### src/rtl/mem_arbiter_pkg.sv
// Shared definitions for the memory arbiter: access sizes, FSM states, owner codes
// and the alignment rule for data accesses.
package mem_arbiter_pkg;

    localparam logic [1:0] LS_B        = 2'b00;
    localparam logic [1:0] LS_H        = 2'b01;
    localparam logic [1:0] LS_W        = 2'b10;
    localparam int         LS_UNSIGNED = 2;

    typedef enum logic [1:0] {
        ST_IDLE = 2'd0,
        ST_ADDR = 2'd1,
        ST_RESP = 2'd2
    } state_e;

    typedef enum logic {
        OWN_INST = 1'b0,
        OWN_DATA = 1'b1
    } owner_e;

    // Any size other than B or H is treated as a word access.
    function automatic logic misaligned(input logic [1:0] size, input logic [1:0] off);
        case (size)
            LS_B:    return 1'b0;
            LS_H:    return off[0];
            default: return off != 2'b00;
        endcase
    endfunction

endpackage

### src/rtl/mem_lane.sv
// Byte-lane steering: byte enables and store-data replication on the way out,
// shift and sign/zero extension of load data on the way back.
module mem_lane
    import mem_arbiter_pkg::*;
(
    input  logic [2:0]  i_type,
    input  logic [1:0]  i_off,
    input  logic [31:0] i_wdata,
    input  logic [31:0] i_rdata,
    output logic [3:0]  o_be,
    output logic [31:0] o_wdata,
    output logic [31:0] o_rdata
);

    logic [31:0] w_shift;
    logic        w_sext;

    always_comb begin
        w_shift = i_rdata >> {i_off, 3'b000};
        w_sext  = ~i_type[LS_UNSIGNED];
        // NOTE: every branch, including default, drives all three outputs, so no latch is inferred.
        case (i_type[1:0])
            LS_B: begin
                o_be    = 4'b0001 << i_off;
                o_wdata = {4{i_wdata[7:0]}};
                o_rdata = {{24{w_shift[7] & w_sext}}, w_shift[7:0]};
            end
            LS_H: begin
                o_be    = 4'b0011 << {i_off[1], 1'b0};
                o_wdata = {2{i_wdata[15:0]}};
                o_rdata = {{16{w_shift[15] & w_sext}}, w_shift[15:0]};
            end
            default: begin
                o_be    = 4'b1111;
                o_wdata = i_wdata;
                o_rdata = w_shift;
            end
        endcase
    end

endmodule

### src/rtl/mem_arbiter.sv
// Shares one single-port memory bus between instruction fetch and data load/store,
// one outstanding transaction at a time, stalling the core via hold until its access completes.
module mem_arbiter
    import mem_arbiter_pkg::*;
#(
    parameter int AW        = 32,
    parameter int DW        = 32,
    parameter int PRIO_DATA = 1
) (
    input  logic          clk,
    input  logic          rst,
    input  logic          i_req,
    input  logic [AW-1:0] i_addr,
    output logic [DW-1:0] i_rdata,
    output logic          i_ack,
    input  logic          d_req,
    input  logic          d_we,
    input  logic [AW-1:0] d_addr,
    input  logic [DW-1:0] d_wdata,
    input  logic [2:0]    d_type,
    output logic [DW-1:0] d_rdata,
    output logic          d_ack,
    output logic          d_err,
    output logic          hold,
    output logic          m_req,
    output logic          m_we,
    output logic [AW-1:0] m_addr,
    output logic [DW-1:0] m_wdata,
    output logic [3:0]    m_be,
    input  logic          m_gnt,
    input  logic          m_rvalid,
    input  logic [DW-1:0] m_rdata
);

    state_e        r_state;
    owner_e        r_owner;
    owner_e        r_last;
    logic          r_we;
    logic [AW-1:0] r_addr;
    logic [2:0]    r_type;
    logic [DW-1:0] r_wdata;
    logic          r_i_ack;
    logic          r_d_ack;
    logic          r_d_err;
    logic [DW-1:0] r_i_rdata;
    logic [DW-1:0] r_d_rdata;

    logic          w_pick_data;
    logic          w_start;
    logic          w_misalign;
    logic          w_done;
    logic [3:0]    w_be;
    logic [DW-1:0] w_wdata;
    logic [DW-1:0] w_load;

    always_comb begin
        if (i_req && d_req)
            w_pick_data = (PRIO_DATA != 0) ? 1'b1 : (r_last == OWN_INST);
        else
            w_pick_data = d_req;
    end

    // Arbitration is blocked while an ack is out, which spaces back-to-back accesses.
    assign w_start    = (r_state == ST_IDLE) && !r_i_ack && !r_d_ack && (i_req || d_req);
    assign w_misalign = misaligned(d_type[1:0], d_addr[1:0]);
    assign w_done     = ((r_state == ST_ADDR) && m_gnt && m_rvalid) ||
                        ((r_state == ST_RESP) && m_rvalid);

    mem_lane u_lane (
        .i_type  (r_type),
        .i_off   (r_addr[1:0]),
        .i_wdata (r_wdata),
        .i_rdata (m_rdata),
        .o_be    (w_be),
        .o_wdata (w_wdata),
        .o_rdata (w_load)
    );

    always_ff @(posedge clk) begin
        // NOTE: sequential state uses non-blocking assignments so every register samples pre-edge values.
        if (rst) begin
            r_state   <= ST_IDLE;
            r_owner   <= OWN_INST;
            r_last    <= OWN_INST;
            r_we      <= 1'b0;
            r_addr    <= '0;
            r_type    <= '0;
            r_wdata   <= '0;
            r_i_ack   <= 1'b0;
            r_d_ack   <= 1'b0;
            r_d_err   <= 1'b0;
            r_i_rdata <= '0;
            r_d_rdata <= '0;
        end else begin
            r_i_ack <= 1'b0;
            r_d_ack <= 1'b0;
            r_d_err <= 1'b0;
            case (r_state)
                ST_IDLE: begin
                    if (w_start) begin
                        if (w_pick_data && w_misalign) begin
                            r_d_ack <= 1'b1;
                            r_d_err <= 1'b1;
                        end else begin
                            r_state <= ST_ADDR;
                            r_owner <= w_pick_data ? OWN_DATA : OWN_INST;
                            r_we    <= w_pick_data & d_we;
                            r_addr  <= w_pick_data ? d_addr : i_addr;
                            r_type  <= w_pick_data ? d_type : {1'b0, LS_W};
                            r_wdata <= d_wdata;
                        end
                    end
                end
                ST_ADDR: begin
                    if (m_gnt && !m_rvalid)
                        r_state <= ST_RESP;
                end
                ST_RESP: ;
                default: r_state <= ST_IDLE;
            endcase
            if (w_done) begin
                r_state <= ST_IDLE;
                r_last  <= r_owner;
                if (r_owner == OWN_DATA) begin
                    r_d_ack   <= 1'b1;
                    r_d_rdata <= w_load;
                end else begin
                    r_i_ack   <= 1'b1;
                    r_i_rdata <= m_rdata;
                end
            end
        end
    end

    assign i_ack   = r_i_ack;
    assign i_rdata = r_i_rdata;
    assign d_ack   = r_d_ack;
    assign d_err   = r_d_err;
    assign d_rdata = r_d_rdata;
    assign hold    = (i_req & ~r_i_ack) | (d_req & ~r_d_ack);

    assign m_req   = (r_state == ST_ADDR);
    assign m_we    = r_we & (r_state != ST_IDLE);
    assign m_addr  = {r_addr[AW-1:2], 2'b00};
    assign m_wdata = w_wdata;
    assign m_be    = (r_state == ST_IDLE) ? 4'b0000 : (r_we ? w_be : 4'b1111);

endmodule

### config.mk
export PLATFORM = sky130hd
export DESIGN_NAME = mem_arbiter
export DESIGN_NICKNAME = d
export VERILOG_FILES = /design/src/rtl/mem_arbiter_pkg.sv /design/src/rtl/mem_lane.sv /design/src/rtl/mem_arbiter.sv
export SDC_FILE = /design/constraint.sdc
export NUM_CORES = 1
export LEC_CHECK = 0
export ABC_AREA = 1
export BUFFER_PORTS_ARGS = -buffer_cell sky130_fd_sc_hd__buf_2
export CAP_MARGIN = 20
export CORE_MARGIN = 8
export CORE_UTILIZATION = 45
export DETAILED_ROUTE_END_ITERATION = 6
export PLACE_DENSITY = 0.81
export SETUP_SLACK_MARGIN = 0.15
export SYNTH_ARGS = -nofsm -noshare
export SYNTH_HDL_FRONTEND = slang
export SYNTH_SLANG_ARGS = --single-unit
export TNS_END_PERCENT = 20
### constraint.sdc
create_clock -name clk -period 1.3 [get_ports clk]
set_input_delay 0.065 -clock clk [delete_from_list [all_inputs] [get_ports clk]]
set_output_delay 0.065 -clock clk [all_outputs]
set_load 0.01 [all_outputs]
==> impl_metrics.env <==
export IMPL_cts_sinks=138
export IMPL_core_mm2=0.0157
export IMPL_fin_crit_sh_pct=140
export IMPL_rr_worst_depth=9
export IMPL_finalNetCount=1555
export IMPL_drive_above_1_share_pct=36.2
export IMPL_cts_made_buffers=17
export IMPL_crit_path_max_incr_delay_ns=0.34
export IMPL_finalCriticalPeriod_ns=1.82
export IMPL_startpoint_type="flip-flop"
export IMPL_cp_end_kind="output pin"
export IMPL_start_util_pct=45.5
export IMPL_synth_seq_cells=138
export IMPL_r2r_end="r_addr[0]"
export IMPL_die_width_um=142
export IMPL_multi_input_area_mm2=0.00391
export IMPL_cts_max_level=4
export IMPL_fillers=1090
export IMPL_place_hpwl_um=18000
export IMPL_grt_pass1_wl_um=45300
export IMPL_power_density_mw_per_mm2=1400
export IMPL_synth_seq_area_share_pct=38.8
export IMPL_grt_start_max_net_pins=44
export IMPL_grt_overflow_total=0
export IMPL_crit_start="r_type[1]"
export IMPL_fmax_mhz=549
export IMPL_num_rows=46
export IMPL_leakage_nw=5.39
export IMPL_dr_pass1_iters=7
export IMPL_fin_ws_ns=-0.523
export IMPL_clockBufferDepth=2
export IMPL_path_max_fanout=7
export IMPL_r2r_start="r_state[1]"
export IMPL_fp_dieH_um=142
export IMPL_pin_count=276
export IMPL_final_cell_mix="274 x nand2_1, 270 x buf_2, 158 x nor2_1"
export IMPL_drc=0
export IMPL_max_cap_violations=0
export IMPL_numPortBuffers=273
export IMPL_status="finished, violations left"
export IMPL_grt_pass1_vias=8418
export IMPL_drtIter0Drc=1124
export IMPL_setup_violations=158
export IMPL_whs_ns=0.0147
export IMPL_mostFrequentLayoutCell="nand2_1"
export IMPL_gr_usage_all_layers_pct=28.8
export IMPL_endpoint="m_wdata[26]"
export IMPL_path_cells="inv_4, buf_6, nand2_4, buf_6, buf_4, o211ai_1, buf_2"
export IMPL_syn_inst=1078
export IMPL_gp_congestion=0.906
export IMPL_fin_util_pct=71.5
export IMPL_antenna_found_initial=2
export IMPL_cp_depth=7
export IMPL_slowest_stage="dfxtp_2"
export IMPL_synth_cell_area_mm2=0.00712
export IMPL_path_delay_family="buffers and inverters"
export IMPL_dp_cells=1512
export IMPL_synth_cell_types=29
export IMPL_postPlaceCellArea_mm2=0.00876
export IMPL_vias=9122
export IMPL_design_area_mm2=0.0112
export IMPL_ys_warnings_count=0
export IMPL_path_buf_inv=5
export IMPL_setup_tns_ns=-22.07
export IMPL_ff2ff_setup_slack_ns=-0.28
export IMPL_finalPower_mw=15.7
export IMPL_avgRoutedWirePerCell_um=19.6
export IMPL_cpMostUsedCell="buf_6"
export IMPL_vdd_drop_max_v=0.000923
export IMPL_violations="setup timing"
export IMPL_avgSynthCellArea_um2=6.61
export IMPL_pre_cts_slack_ns=-0.106
export IMPL_fin_cells=1646
export IMPL_clk_pin_slew_worst_paths_ns=0.06
export IMPL_critPathKind="flip-flop to output pin"
export IMPL_clock_root_buffer="clkbuf_16"
export IMPL_postRouteAntennaNets=0
export IMPL_cp_arrival_ns=1.76
export IMPL_holdCritPathClass="input pin to flip-flop"
export IMPL_drt_total_wl_um=32300
export IMPL_seq_area_mm2=0.00278
export IMPL_skew_ns=0.00746
export IMPL_routed_via_density=5.54
export IMPL_syn2layout_area_growth_pct=57.1
export IMPL_hold_viol_final=0
export IMPL_tritoncts="yes"
export IMPL_dieArea_mm2=0.0201
export IMPL_slew_violations=0
export IMPL_clkLatencyLatePin_ns=0.42
export IMPL_required_ns=1.24
export IMPL_rsz0062_at_grt="true"
[synthesized netlist by cell type]
cell type	instances	area share (%)
nand2_4	1	0.16
o211ai_1	8	0.84
nand3_1	120	8.4
o22ai_1	1	0.088
inv_1	62	3.3
buf_1	6	0.32
nand3b_1	3	0.32
o21a_1	1	0.11
nand3_2	2	0.28
clkbuf_1	21	1.1
a31oi_1	1	0.088
nor2_4	3	0.47
buf_4	48	5.1
nand4_1	2	0.18
nand2_2	4	0.35
a21oi_1	51	3.6
o21ai_1	15	1.1
buf_2	25	1.8
nand3_4	1	0.25
buf_6	11	1.7
inv_2	4	0.21
nand2_1	285	15
inv_4	1	0.088
nor2_1	184	9.7
conb_1	1	0.053
o21ai_0	45	3.2
a21boi_0	31	3.3
dfxtp_1	138	39
nor2_2	3	0.26
[power by group]
group	leakage, nW	internal, mW	total [mW]	switching [mW]
clock network	0.293	3.12	5.06	1.94
logic	3.96	2.45	5.58	3.13
registers	1.13	4.67	5.02	0.354
total	5.39	10.2	15.7	5.42
[how the worst min path moves through the flow]
stage	startpoint	to	slack, ns	cells past startpoint
after detailed placement	d_wdata[0]	r_wdata[0]	0.31	3
after CTS	i_addr[23]	r_addr[23]	0.003	5
final	d_type[2]	r_type[2]	0.01	4
after floorplan	d_type[1]	r_type[1]	0.19	2
after global routing	i_addr[18]	r_addr[18]	0.04	5
after global placement	d_wdata[23]	r_wdata[23]	0.30	3
[kinds of logic after synthesis]
| logic type | share of synthesized area (%) |
|---|---|
| other | 0.0527 |
| buffers and inverters | 13.5 |
| AO/OA/AOI/OAI | 12.2 |
| AND/OR/NAND/NOR | 35.4 |
| flip-flops | 38.8 |
[timing repair]
| action | CTS | global route |
|---|---|---|
| setup endpoints to repair | 167 | 171 |
| cloned | 12 | 5 |
| endpoints found under the hold margin | 70 | 0 |
| setup buffers | 11 | 5 |
| pin swaps | 65 | 22 |
| hold buffers | 69 | 0 |
| gates resized for setup | 74 | 113 |
[routing by layer]
layer / GRT usage (%) / share of wire, %
met4: 16.4 / 6.8
met3: 10.2 / 12
met1: 32.4 / 35
met5: 0 / 0.037
met2: 46.6 / 46
[final cells by class]
type / count / area share, %
clock inverters: 10 / 1.28
repair inverters: 2 / 0.145
flip-flops and latches: 138 / 24.9
multi-input cells: 763 / 35.0
diodes: 1 / 0.0224
repair buffers: 428 / 29.6
clock buffers: 21 / 4.12
well taps: 216 / 2.42
inverters: 67 / 2.56
[sequential cells by signal, indices dropped and copies added, names as in the netlist]
| register | cells |
|---|---|
| d_ack | 1 |
| r_wdata | 32 |
| r_addr | 32 |
| r_type | 3 |
| i_rdata | 32 |
| r_state | 2 |
| i_ack | 1 |
| r_we | 1 |
| d_rdata | 32 |
| r_owner | 1 |
| d_err | 1 |
[worst register-to-register path, stage by stage, from the launching register on]
cell     delay, ns
dfxtp_4       0.37
nor2_4        0.14
nand2_2       0.08
nor2_4        0.17
buf_4         0.14
buf_6         0.13
buf_12        0.14
nand3_1       0.10
nand2_1       0.12
nor2_1        0.08
(Power assumes the default switching activity.)
